### config.mk
export PLATFORM = sky130hd
export DESIGN_NAME = output_vc_arbiter
export DESIGN_NICKNAME = d
export VERILOG_FILES = /design/src/rtl/exanet_arb_pkg.sv /design/src/rtl/rr_arbiter.sv /design/src/rtl/output_vc_arbiter.sv
export SDC_FILE = /design/constraint.sdc
export NUM_CORES = 1
export LEC_CHECK = 0
export CORE_MARGIN = 2
export CORE_UTILIZATION = 30
export CTS_CLUSTER_DIAMETER = 40
export DETAILED_ROUTE_END_ITERATION = 12
export GPL_ROUTABILITY_DRIVEN = 1
export PLACE_DENSITY = 0.44
export SETUP_SLACK_MARGIN = 0.15
export SLEW_MARGIN = 40
export SYNTH_ARGS = -nofsm -noshare
export SYNTH_HDL_FRONTEND = slang
export SYNTH_SLANG_ARGS = --single-unit
### constraint.sdc
create_clock -name clk -period 6.8 [get_ports clk]
set_input_delay 1.36 -clock clk [delete_from_list [all_inputs] [get_ports clk]]
set_output_delay 1.36 -clock clk [all_outputs]
set_load 0.01 [all_outputs]
### src/rtl/exanet_arb_pkg.sv
// Shared sizing, state encoding and VC helpers for the Exanet switch arbiters.
// Input-side VC allocators import the same widths so the VC id layout stays consistent.
package exanet_arb_pkg;

  localparam int VC_NUM      = 3;
  localparam int PRIO_NUM    = 2;
  localparam int INPUT_NUM   = 8;
  localparam int MAX_CREDITS = 8;

  localparam int VC_TOTAL = VC_NUM * PRIO_NUM;
  localparam int VCW      = (VC_TOTAL > 1) ? $clog2(VC_TOTAL) : 1;
  localparam int PRIOW    = (PRIO_NUM > 1) ? $clog2(PRIO_NUM) : 1;
  localparam int INW      = (INPUT_NUM > 1) ? $clog2(INPUT_NUM) : 1;
  localparam int CREDW    = $clog2(MAX_CREDITS + 1);

  typedef enum logic {ARB_IDLE, ARB_GRANTED} arb_state_t;

  // VC ids are laid out as prio*VC_NUM + vc, so the class is a plain division.
  function automatic logic [PRIOW-1:0] vc_prio(input logic [VCW-1:0] vc_id);
    return PRIOW'(int'(vc_id) / VC_NUM);
  endfunction

endpackage

### src/rtl/rr_arbiter.sv
// Combinational round-robin picker: first set request at or after ptr, wrapping at N-1.
module rr_arbiter #(
  parameter int N = 8,
  localparam int IW = (N > 1) ? $clog2(N) : 1
) (
  input  logic [N-1:0]  req,
  input  logic [IW-1:0] ptr,
  output logic [N-1:0]  gnt,
  output logic [IW-1:0] gnt_idx
);

  logic [IW-1:0] idx;

  // Walk from the farthest position back to ptr so the last hit is the nearest one.
  always_comb begin
    gnt     = '0;
    gnt_idx = '0;
    idx     = '0;
    for (int k = N - 1; k >= 0; k--) begin
      idx = IW'((int'(ptr) + k) % N);
      if (req[idx]) begin
        gnt      = '0;
        gnt[idx] = 1'b1;
        gnt_idx  = idx;
      end
    end
  end

endmodule

### src/rtl/output_vc_arbiter.sv
// Per-output packet arbiter with downstream per-VC credit tracking.
// Define OUTPUT_ARB_STRICT_PRIO_EN to let only the highest requested priority class compete.
module output_vc_arbiter
  import exanet_arb_pkg::*;
(
  input  logic                     clk,
  input  logic                     resetn,
  input  logic [INPUT_NUM-1:0]     req_valid,
  input  logic [INPUT_NUM*VCW-1:0] req_vc,
  input  logic                     flit_accept,
  input  logic                     last,
  input  logic [VC_TOTAL-1:0]      credit_return,
  output logic [INPUT_NUM-1:0]     grant,
  output logic [VCW-1:0]           grant_vc,
  output logic                     flit_ready,
  output logic [VC_TOTAL-1:0]      credit_avail
);

  arb_state_t           state, state_next;
  logic [INW-1:0]       rr_ptr, rr_ptr_next;
  logic [INPUT_NUM-1:0] grant_next;
  logic [VCW-1:0]       grant_vc_next;
  logic [CREDW-1:0]     credit [VC_TOTAL];
  logic [VC_TOTAL-1:0]  take;
  logic [INPUT_NUM-1:0] eligible, compete, rr_gnt;
  logic [INW-1:0]       rr_idx;
  logic [VCW-1:0]       cur_vc;
  logic                 flit_counted;

  always_comb begin
    credit_avail = '0;
    take         = '0;
    for (int v = 0; v < VC_TOTAL; v++) begin
      credit_avail[v] = (credit[v] != '0);
      take[v]         = flit_counted && (grant_vc == VCW'(v));
    end
  end

  // VC ids beyond the configured range are never eligible.
  always_comb begin
    eligible = '0;
    cur_vc   = '0;
    for (int i = 0; i < INPUT_NUM; i++) begin
      cur_vc      = req_vc[i*VCW +: VCW];
      eligible[i] = req_valid[i] && (int'(cur_vc) < VC_TOTAL) && credit_avail[cur_vc];
    end
  end

`ifdef OUTPUT_ARB_STRICT_PRIO_EN
  logic [PRIOW-1:0] top_prio;

  always_comb begin
    top_prio = '0;
    compete  = '0;
    for (int i = 0; i < INPUT_NUM; i++) begin
      if (eligible[i] && (vc_prio(req_vc[i*VCW +: VCW]) > top_prio))
        top_prio = vc_prio(req_vc[i*VCW +: VCW]);
    end
    for (int i = 0; i < INPUT_NUM; i++)
      compete[i] = eligible[i] && (vc_prio(req_vc[i*VCW +: VCW]) == top_prio);
  end
`else
  assign compete = eligible;
`endif

  rr_arbiter #(.N(INPUT_NUM)) u_rr (
    .req     (compete),
    .ptr     (rr_ptr),
    .gnt     (rr_gnt),
    .gnt_idx (rr_idx)
  );

  assign flit_ready   = (state == ARB_GRANTED) && credit_avail[grant_vc];
  assign flit_counted = flit_accept && flit_ready;

  always_comb begin
    state_next    = state;
    grant_next    = grant;
    grant_vc_next = grant_vc;
    rr_ptr_next   = rr_ptr;
    case (state)
      ARB_IDLE: begin
        if (|compete) begin
          state_next    = ARB_GRANTED;
          grant_next    = rr_gnt;
          grant_vc_next = req_vc[int'(rr_idx)*VCW +: VCW];
          rr_ptr_next   = (rr_idx == INW'(INPUT_NUM - 1)) ? '0 : rr_idx + 1'b1;
        end
      end
      ARB_GRANTED: begin
        if (flit_counted && last) begin
          state_next = ARB_IDLE;
          grant_next = '0;
        end
      end
      default: begin
        state_next = ARB_IDLE;
        grant_next = '0;
      end
    endcase
  end

  always_ff @(posedge clk or negedge resetn) begin
    if (!resetn) begin
      state    <= ARB_IDLE;
      grant    <= '0;
      grant_vc <= '0;
      rr_ptr   <= '0;
    end else begin
      state    <= state_next;
      grant    <= grant_next;
      grant_vc <= grant_vc_next;
      rr_ptr   <= rr_ptr_next;
    end
  end

  // A return and a consumed flit on the same VC cancel; returns at full depth saturate.
  always_ff @(posedge clk or negedge resetn) begin
    if (!resetn) begin
      for (int v = 0; v < VC_TOTAL; v++) credit[v] <= CREDW'(MAX_CREDITS);
    end else begin
      for (int v = 0; v < VC_TOTAL; v++) begin
        if (credit_return[v] && !take[v]) begin
          if (credit[v] != CREDW'(MAX_CREDITS)) credit[v] <= credit[v] + 1'b1;
        end else if (take[v] && !credit_return[v]) begin
          credit[v] <= credit[v] - 1'b1;
        end
      end
    end
  end

  for (genvar v = 0; v < VC_TOTAL; v++) begin : g_credit_chk
    a_no_overflow : assert property (@(posedge clk) disable iff (!resetn)
      !(credit_return[v] && !take[v] && (credit[v] == CREDW'(MAX_CREDITS))));
  end

endmodule

==> results.md, run 1 <==
- Post-synthesis sequential area ratio: 0.200
- Worst Setup Start Kind: input port
- Total gr overflow: 0
- Simple-Gate Fraction of Synth Area: 0.235
- Final Util: 0.373
- Io pins: 60
- Clk_skew: 10.4 ps
- Outcome: finished, final reports clean
- Metal3 WL: 1100 um
- Ant. Diodes: 0
- Ys flop type: dfrtp_1
- Slowest CP cell: a2111oi_2
- Routed len/inst: 21.3 um
- Mapped cell area: 0.00492 sq mm
- Fin nets: 728
- Final WL: 18700 um
- Max Transition Viols Final: 0
- Initial antenna violation count: 0
- Main combinational cell family by area after synthesis: compound AO/OA/AOI/OAI gates
- CP max stage delay: 700 ps
- Max cap viols: 0
- First-pass GRT wire length: 29500 um
- Cell row count: 46
- Syn Inst Count: 610
- Vias in the first global route: 5078
- Max layer used: met4
- DIE AREA: 0.0174 sq mm
- Die Wd: 132 um
- Hold crit path type: flip-flop to flip-flop
- Initial core utilization: 0.309
- Crit Path Class: input port to flip-flop
- Residual DRC count: 0
- Root Buffer: clkbuf_16
- Crit path time final: 5340 ps
- Tcrit/Tclk final: 0.785
- Sequential cell area: 983 sq um
- Complex-gate fraction of the synthesized area: 0.305
- Share of async-settable or async-resettable flops after synthesis: 1.00
- Via/cell ratio: 5.92
- Worst EP arrival: 5510 ps
- Post-DRT Antenna Nets: 0
- Die Ht: 132 um
- Hold slack: 496 ps
- Number of gates resized after cts: 0
- Synth Area in Adders: 0.0728
- Setup TNS: 0 ps
- Slew @ Worst Pin: 842 ps
- Commonest cells after routing, fill and taps aside: nand2_1 (76), clkdlybuf4s50_1 (58), nor2_1 (55)
- Largest net degree at the start of global routing: 40
- CTS tree: done
- FF-to-FF Start: credit[20]
- Most common cell after layout, fill and taps aside: nand2_1
- Worst setup EP type: flip-flop
- Seq cells post-synth: 39
- Mux cell area share after synthesis: 0.0962
- IO buf count: 59
- DRT iter0 DRCs: 482
- Max FO, Critical Path: 13
- Met2 Routed Length: 8540 um
- Clock slew at reported path FFs: 70 ps
- Worst slew margin: 0.431
- Gr usage total: 0.212
- Post-synth EDFFs: 0
- Post-synth top area cell: dfrtp_1
- Syn avg cell area: 8.06 sq um
- R2R depth: 13
- RSZ-0062 raised after global routing: no
- Vias: 5202
- Final HPWL from detailed placement: 14200 um
- Syn Nets: 677
- Final hold vios: 0
- CTS sink cnt: 39
- Setup Buffers After CTS: 0
- Max clock buf depth: 2
- M1 wire length: 8590 um
- Total CTS buffers: 5
- Critical-path cell list: clkdlybuf4s50_1 > nor2_1 > a2111oi_2 > nor3_1 > mux4_2 > o211a_1 > o21ai_1 > a221oi_2 > a31oi_4 > mux2_1 > o22ai_1 > a211oi_2
- Synth area leaders: dfrtp_1 (17%), nand2_1 (5.8%), mux2i_1 (5.5%), ha_1 (4.8%), nor2_1 (4.2%)
- CP Data Required Time: 6970 ps
- RD Place Congestion: 0.955
- First-pass DRT Iterations: 5
- Fraction of layout cells with a size suffix above 1: 0.110
- Flop2flop setup slack: 1980 ps
- H-tree depth: 2
- FILL cells: 1651
- Worst Hold Depth: 1
- Footprint of the multi-input gates: 0.00377 sq mm
- Area grow syn2layout: 20.9%
- Core Box Area: 0.0159 sq mm
- Unique masters post-synth: 87
- Reg-to-Reg End: grant_vc[2]
- Worst Hold Path EP: grant[3]
- # setup viols final: 0
- Synth Area in XOR/XNOR: 0.0516
- Yosys synthesis warning count: 0
- Worst skew pair latency: 290 ps
- FMAX: 187 MHz
- Hold buffers post-CTS: 0
- Synth top area share: 0.168
- Origin of the worst min-delay path: grant[3]
through the flow:
| stage | cells | setup slack, ps | cell area, sq um |
|---|---|---|---|
| final | 878 | 1460 | 5950 |
| after global routing | 878 | 1150 | 5950 |
| after CTS | 878 | 1480 | 5940 |
| after detailed placement | 870 | 1170 | 5780 |
| after global placement | 869 | 1190 | 5770 |
| after floorplan | 610 | 2390 | 4920 |
critical path, delay by kind of cell:
family                 cells  cell delay, ps
AO/OA/AOI/OAI              7            2110
buffers and inverters      1             670
multiplexers               2             980
AND/OR/NAND/NOR            2             390
flip-flops by register name, indices dropped and copies added (netlist names):
signal and count:
grant_vc 3, rr_ptr 3, credit 24, grant 8, state 1
worst max path at each step:
stage                     from     endpoint  slack (ps)  depth (start not counted)
finish              req_vc[21]  grant_vc[2]        1460                         12
CTS                 req_vc[21]  grant_vc[0]        1480                         12
global placement    req_vc[15]  grant_vc[2]        1190                         13
floorplan           req_vc[22]  grant_vc[0]        2390                         11
detailed placement  req_vc[21]  grant_vc[0]        1170                         12
global route        req_vc[21]  grant_vc[0]        1150                         12
area by class of cell:
class / instances / share of cell area
flip-flops and latches: 39 / 0.165
clock buffers: 6 / 0.0234
well taps: 216 / 0.0455
inverters: 17 / 0.0107
clock inverters: 2 / 0.00274
multi-input cells: 523 / 0.634
repair buffers: 75 / 0.119
metal layers:
layer / GRT usage / vias up
li1: - / 2463
met1: 0.295 / 2497
met2: 0.336 / 211
met3: 0.0331 / 31
met4: 0.0670 / 0
met5: 0 / -
synthesized netlist by cell type (7+ instances only):
cell,instances
nand2_1,76
nor2_1,55
dfrtp_1,33
o21ai_0,30
a21oi_1,29
nor3_1,28
mux2i_1,27
clkbuf_1,24
ha_1,19
xnor2_1,17
nand3_1,15
inv_1,13
o211ai_1,12
xor2_1,12
mux2_2,10
a21o_1,8
o211a_1,8
o31ai_1,8
a211oi_1,7
nor2b_1,7
o2111ai_1,7
cells by family after synthesis:
family | after synthesis
AND/OR/NAND/NOR | 230
multiplexers | 43
flip-flops | 39
XOR/XNOR | 29
AO/OA/AOI/OAI | 196
buffers and inverters | 48
adder cells (fa/ha/maj) | 25
Power of run 1 is not shown: default switching activity piles up to over one toggle a cycle in this logic, so the estimate is an artifact.
==> run 2, diff against run 1 <==
- clock period: 6.8 -> 5.3 ns (I/O delays scaled with it)
==> results.md, run 2 (same netlist as run 1, synthesis figures left out) <==
- Largest net degree at the start of global routing: 40
- Fraction of layout cells with a size suffix above 1: 0.134
- Sequential cell area: 983 sq um
- Largest register by flop count: credit
- DRT iter0 DRCs: 395
- Fin worst setup slack: 333 ps
- Routed len/inst: 21.6 um
- First-pass DRT Iterations: 5
- Clock slew at reported path FFs: 60 ps
- Cell row count: 46
- Biggest regs: credit (24), grant (8)
- Core Box Area: 0.0159 sq mm
- # setup viols final: 0
- Io pins: 60
- Number of gates resized after cts: 0
- Fin nets: 746
- Vias in the first global route: 5277
- Worst skew pair latency: 290 ps
- Die Wd: 132 um
- Gr usage total: 0.222
- Worst setup EP type: flip-flop
- Critical-path cell list: clkdlybuf4s50_1 > or2_2 > o22ai_2 > nor3_1 > nor2_1 > mux4_2 > o211ai_1 > a311oi_1 > o32ai_1 > a31oi_1 > or3b_1 > o22ai_1 > a211oi_2
- Via/cell ratio: 5.92
- DIE AREA: 0.0174 sq mm
- Initial antenna violation count: 0
- Hold buffers post-CTS: 0
- Post-DRT Antenna Nets: 0
- Hold crit path type: flip-flop to flip-flop
- Final HPWL from detailed placement: 14900 um
- Buffer and inverter count on the worst path: 1
- CTS sink cnt: 39
- CP Data Required Time: 5470 ps
- Root Buffer: clkbuf_16
- Most common cell after layout, fill and taps aside: nand2_1
- CTS tree: done
- Crit path time final: 4970 ps
- Footprint of the multi-input gates: 0.00375 sq mm
- Slowest CP cell: nor3_1
- IO buf count: 59
- RSZ-0062 raised after global routing: no
- Crit Path Class: input port to flip-flop
- CP max stage delay: 670 ps
- RD Place Congestion: 0.943
- First-pass GRT wire length: 30500 um
- Final WL: 19300 um
- Max cap viols: 0
- Outcome: finished, final reports clean
- Residual DRC count: 0
- Worst Setup Start Kind: input port
- Slew @ Worst Pin: 813 ps
- Max Transition Viols Final: 0
- Setup TNS: 0 ps
- Final hold vios: 0
- Worst slew margin: 0.454
- Area grow syn2layout: 23.6%
- Tcrit/Tclk final: 0.937
- FILL cells: 1663
- Clk_skew: 5.53 ps
- FMAX: 201 MHz
- Ant. Diodes: 0
- Commonest cells after routing, fill and taps aside: nand2_1 (76), clkdlybuf4s50_1 (58), nor2_1 (55)
- Initial core utilization: 0.309
- Vias: 5299
- CP delay by family, top: simple AND/OR/NAND/NOR gates
- Max clock buf depth: 2
- Max FO, Critical Path: 7
- Total CTS buffers: 5
- H-tree depth: 2
- Post-Place Worst Slack: 165 ps
- Die Ht: 132 um
- Number of flip-flops in the largest register: 24
- Setup Buffers After CTS: 0
- Total gr overflow: 0
- Worst EP arrival: 5140 ps
-- run 2: cell types whose count changed in the layout (fill, tap and decap cells not counted), sizes merged --
cell,change
clkbuf,-1
clkinv,-1
bufinv,+1
buf,+18
-- run 2: area by class of cell --
cell class / count / share of cell area
Multi-Input combinational cell: 523 / 0.618
Sequential cell: 39 / 0.162
Timing Repair Buffer: 93 / 0.139
Tap cell: 216 / 0.0445
Clock buffer: 5 / 0.0206
Inverter: 17 / 0.0105
Clock inverter: 2 / 0.00618
-- run 2: final timing paths --
kind	from	end	slack [ps]	depth (start not counted)
setup / recovery	req_vc[15]	grant_vc[2]	330	13
hold / removal	credit[15]	credit[15]	500	1
setup reg to reg	credit[5]	grant_vc[2]	720	13
hold reg to reg	credit[15]	credit[15]	500	1
max in group asynchronous	resetn	credit[23]	4190	1
min in group asynchronous	resetn	credit[10]	740	1
-- run 2: worst register-to-register path, cell delays in order (launching register included) --
cell	delay, ps
dfrtp_1	460
nor4_4	530
inv_2	220
o311ai_1	370
nor3_1	220
or2_0	290
mux4_2	510
o211ai_1	490
a311oi_1	170
o32ai_1	300
a31oi_1	140
or3b_1	470
o22ai_1	240
a211oi_2	50
-- run 2: per-stage QoR --
stage	utilization	hold slack [ps]	instance area, sq um	std cells
final	0.381	505	6080	895
after global routing	0.381	519	6080	895
after CTS	0.381	507	6080	895
after detailed placement	0.371	493	5920	888
after global placement	0.371	489	5910	888
after floorplan	-	466	4920	610
-- run 2: routing by layer --
metal / part of all wire / global-route usage / up-vias
li1: - / - / 2491
met3: 0.068 / 0.0365 / 49
met5: 0 / 0 / -
met2: 0.45 / 0.339 / 238
met1: 0.44 / 0.304 / 2521
met4: 0.043 / 0.104 / 0
Power of run 2 is left out for the same reason.
==> run 3, diff against run 2 <==
- ABC_AREA: unset -> 1
- PLACE_DENSITY: 0.44 -> 0.45
==> results.md, run 3 <==
- Yosys synthesis warning count: 0
- Core Box Area: 0.0151 sq mm
- Final Util: 0.367
- Ys flop type: dfrtp_1
- Share of async-settable or async-resettable flops after synthesis: 1.00
- Routed len/inst: 16.8 um
- Fin nets: 828
- Residual DRC count: 0
- Synth area leaders: dfrtp_1 (18%), nand3_1 (16%), nand2_1 (15%), ha_1 (5.1%), inv_1 (5.0%)
- Worst skew pair latency: 290 ps
- Worst EP arrival: 4210 ps
- Root Buffer: clkbuf_16
- Final WL: 16000 um
- Placement Cell Area: 0.00540 sq mm
- Commonest cells after routing, fill and taps aside: nand2_1 (185), nand3_1 (144), inv_1 (62)
- Ant. Diodes: 0
- Number of gates resized after cts: 0
- Fraction of layout cells with a size suffix above 1: 0.110
- Syn Inst Count: 707
- Critical-path cell list: clkinv_1 > buf_4 > ha_1 > inv_1 > nand3_1 > nand3_1 > nand2_2 > inv_4 > nand2_1 > nand2_1 > nand2_1 > nand2_1 > nand2_1 > nand2_2 > nand2_4 > nand2_4 > ha_1 > xor2_1 > o21ai_0
- Via/cell ratio: 5.25
- Final hold vios: 0
- Footprint of the multi-input gates: 0.00327 sq mm
- Die Wd: 128 um
- Largest register by flop count: credit
- Max clock buf depth: 2
- Slowest CP cell: ha_1
- Vias: 4991
- Slew @ Worst Pin: 687 ps
- Max cap viols: 0
- Hold crit path type: flip-flop to flip-flop
- Clk_skew: 3.57 ps
- Total gr overflow: 0
- CP most frequent cell: nand2_1
- Design area: 0.00557 sq mm
- Most common cell after layout, fill and taps aside: nand2_1
- Initial antenna violation count: 0
- DRT iter0 DRCs: 416
- RD Place Congestion: 0.909
- Syn Nets: 774
- Synth top area share: 0.178
- CTS sink cnt: 39
- Tcrit/Tclk final: 0.755
- Cell row count: 45
- FMAX: 250 MHz
- Hold slack: 482 ps
- Largest net degree at the start of global routing: 40
- Initial core utilization: 0.306
- Die Ht: 128 um
- Crit path time final: 4000 ps
- FILL cells: 1622
- First-pass DRT Iterations: 5
- # setup viols final: 0
- IO buf count: 59
- Hold buffers post-CTS: 0
- Post-synthesis sequential area ratio: 0.212
- Clock slew at reported path FFs: 60 ps
- Worst setup EP type: flip-flop
- Post-DRT Antenna Nets: 0
- Number of flip-flops in the largest register: 24
- Sequential cell area: 983 sq um
- Buffer and inverter count on the worst path: 4
- Outcome: finished, final reports clean
- Syn avg cell area: 6.57 sq um
- Mapped cell area: 0.00464 sq mm
- Gr usage total: 0.199
- DIE AREA: 0.0165 sq mm
- Worst slew margin: 0.542
- CTS tree: done
- Post-synth top area cell: dfrtp_1
- Biggest regs: credit (24), grant (8)
- RSZ-0062 raised after global routing: no
- Post-synth EDFFs: 0
- Unique masters post-synth: 45
- Setup Buffers After CTS: 0
- Vias in the first global route: 5003
- Crit Path Class: flip-flop to flip-flop
- Area grow syn2layout: 19.9%
- CP delay by family, top: simple AND/OR/NAND/NOR gates
- Worst Setup Start Kind: flip-flop
- CP Data Required Time: 5510 ps
- Final HPWL from detailed placement: 12600 um
- Seq cells post-synth: 39
- Io pins: 60
- Total CTS buffers: 5
- CP max stage delay: 670 ps
- Max FO, Critical Path: 16
- Top cells by count, synth: nand2_1 (185), nand3_1 (144), inv_1 (62)
- H-tree depth: 2
- First-pass GRT wire length: 26100 um
- Count leader, synth: nand2_1
- Setup TNS: 0 ps
- Max Transition Viols Final: 0
## run 3: changes by cell type after synthesis, moves of 14 or more
cell and delta:
nor3_1 -21, nand2_1 +109, nand4_1 +14, nor2_1 -31, inv_1 +49, nand3_1 +129, clkbuf_1 -16, mux2i_1 -27
## run 3: worst paths after layout
path | from | to | slack (ps) | cells past startpoint
min | grant[0] | grant[0] | 480 | 2
max in group asynchronous | resetn | credit[3] | 4160 | 1
max | rr_ptr[1] | rr_ptr[2] | 1300 | 19
min reg2reg | grant[0] | grant[0] | 480 | 2
min in group asynchronous | resetn | credit[21] | 750 | 1
max reg2reg | rr_ptr[1] | rr_ptr[2] | 1300 | 19
## run 3: tightest hold or removal path: stages (launching register included)
cell and delay, ps:
dfrtp_1 340, nand2_1 50, nand2_1 60
## run 3: routing by layer
layer  GRT usage  up-vias  wire, um
met5           0        -         0
met4      0.0582        0       339
met3      0.0200       24       579
met2       0.340      129      7660
met1       0.266     2334      7420
li1            -     2504         -
## run 3: cell families (layout without fill, tap and decap cells)
family,count (synthesis),count (layout),synth area share
xor+xnor,19,19,0.0358
simple gates,426,426,0.445
buf+inv,89,144,0.0841
compound gates,103,103,0.131
mux,6,6,0.0146
flops,39,39,0.212
fa+ha+maj,25,25,0.0771
## run 3: stage by stage
step / instances / worst slack, ps
after global placement: 942 / 1150
final: 950 / 1300
after detailed placement: 942 / 1120
after global routing: 950 / 947
after floorplan: 707 / 2170
after CTS: 950 / 1300
## run 3: final cells by class
class | count | area share
inverters | 71 | 0.0497
flip-flops and latches | 39 | 0.177
well taps | 188 | 0.0423
clock buffers | 5 | 0.0225
multi-input cells | 579 | 0.587
repair buffers | 65 | 0.114
clock inverters | 3 | 0.00787
Power of run 3 is left out for the same reason.
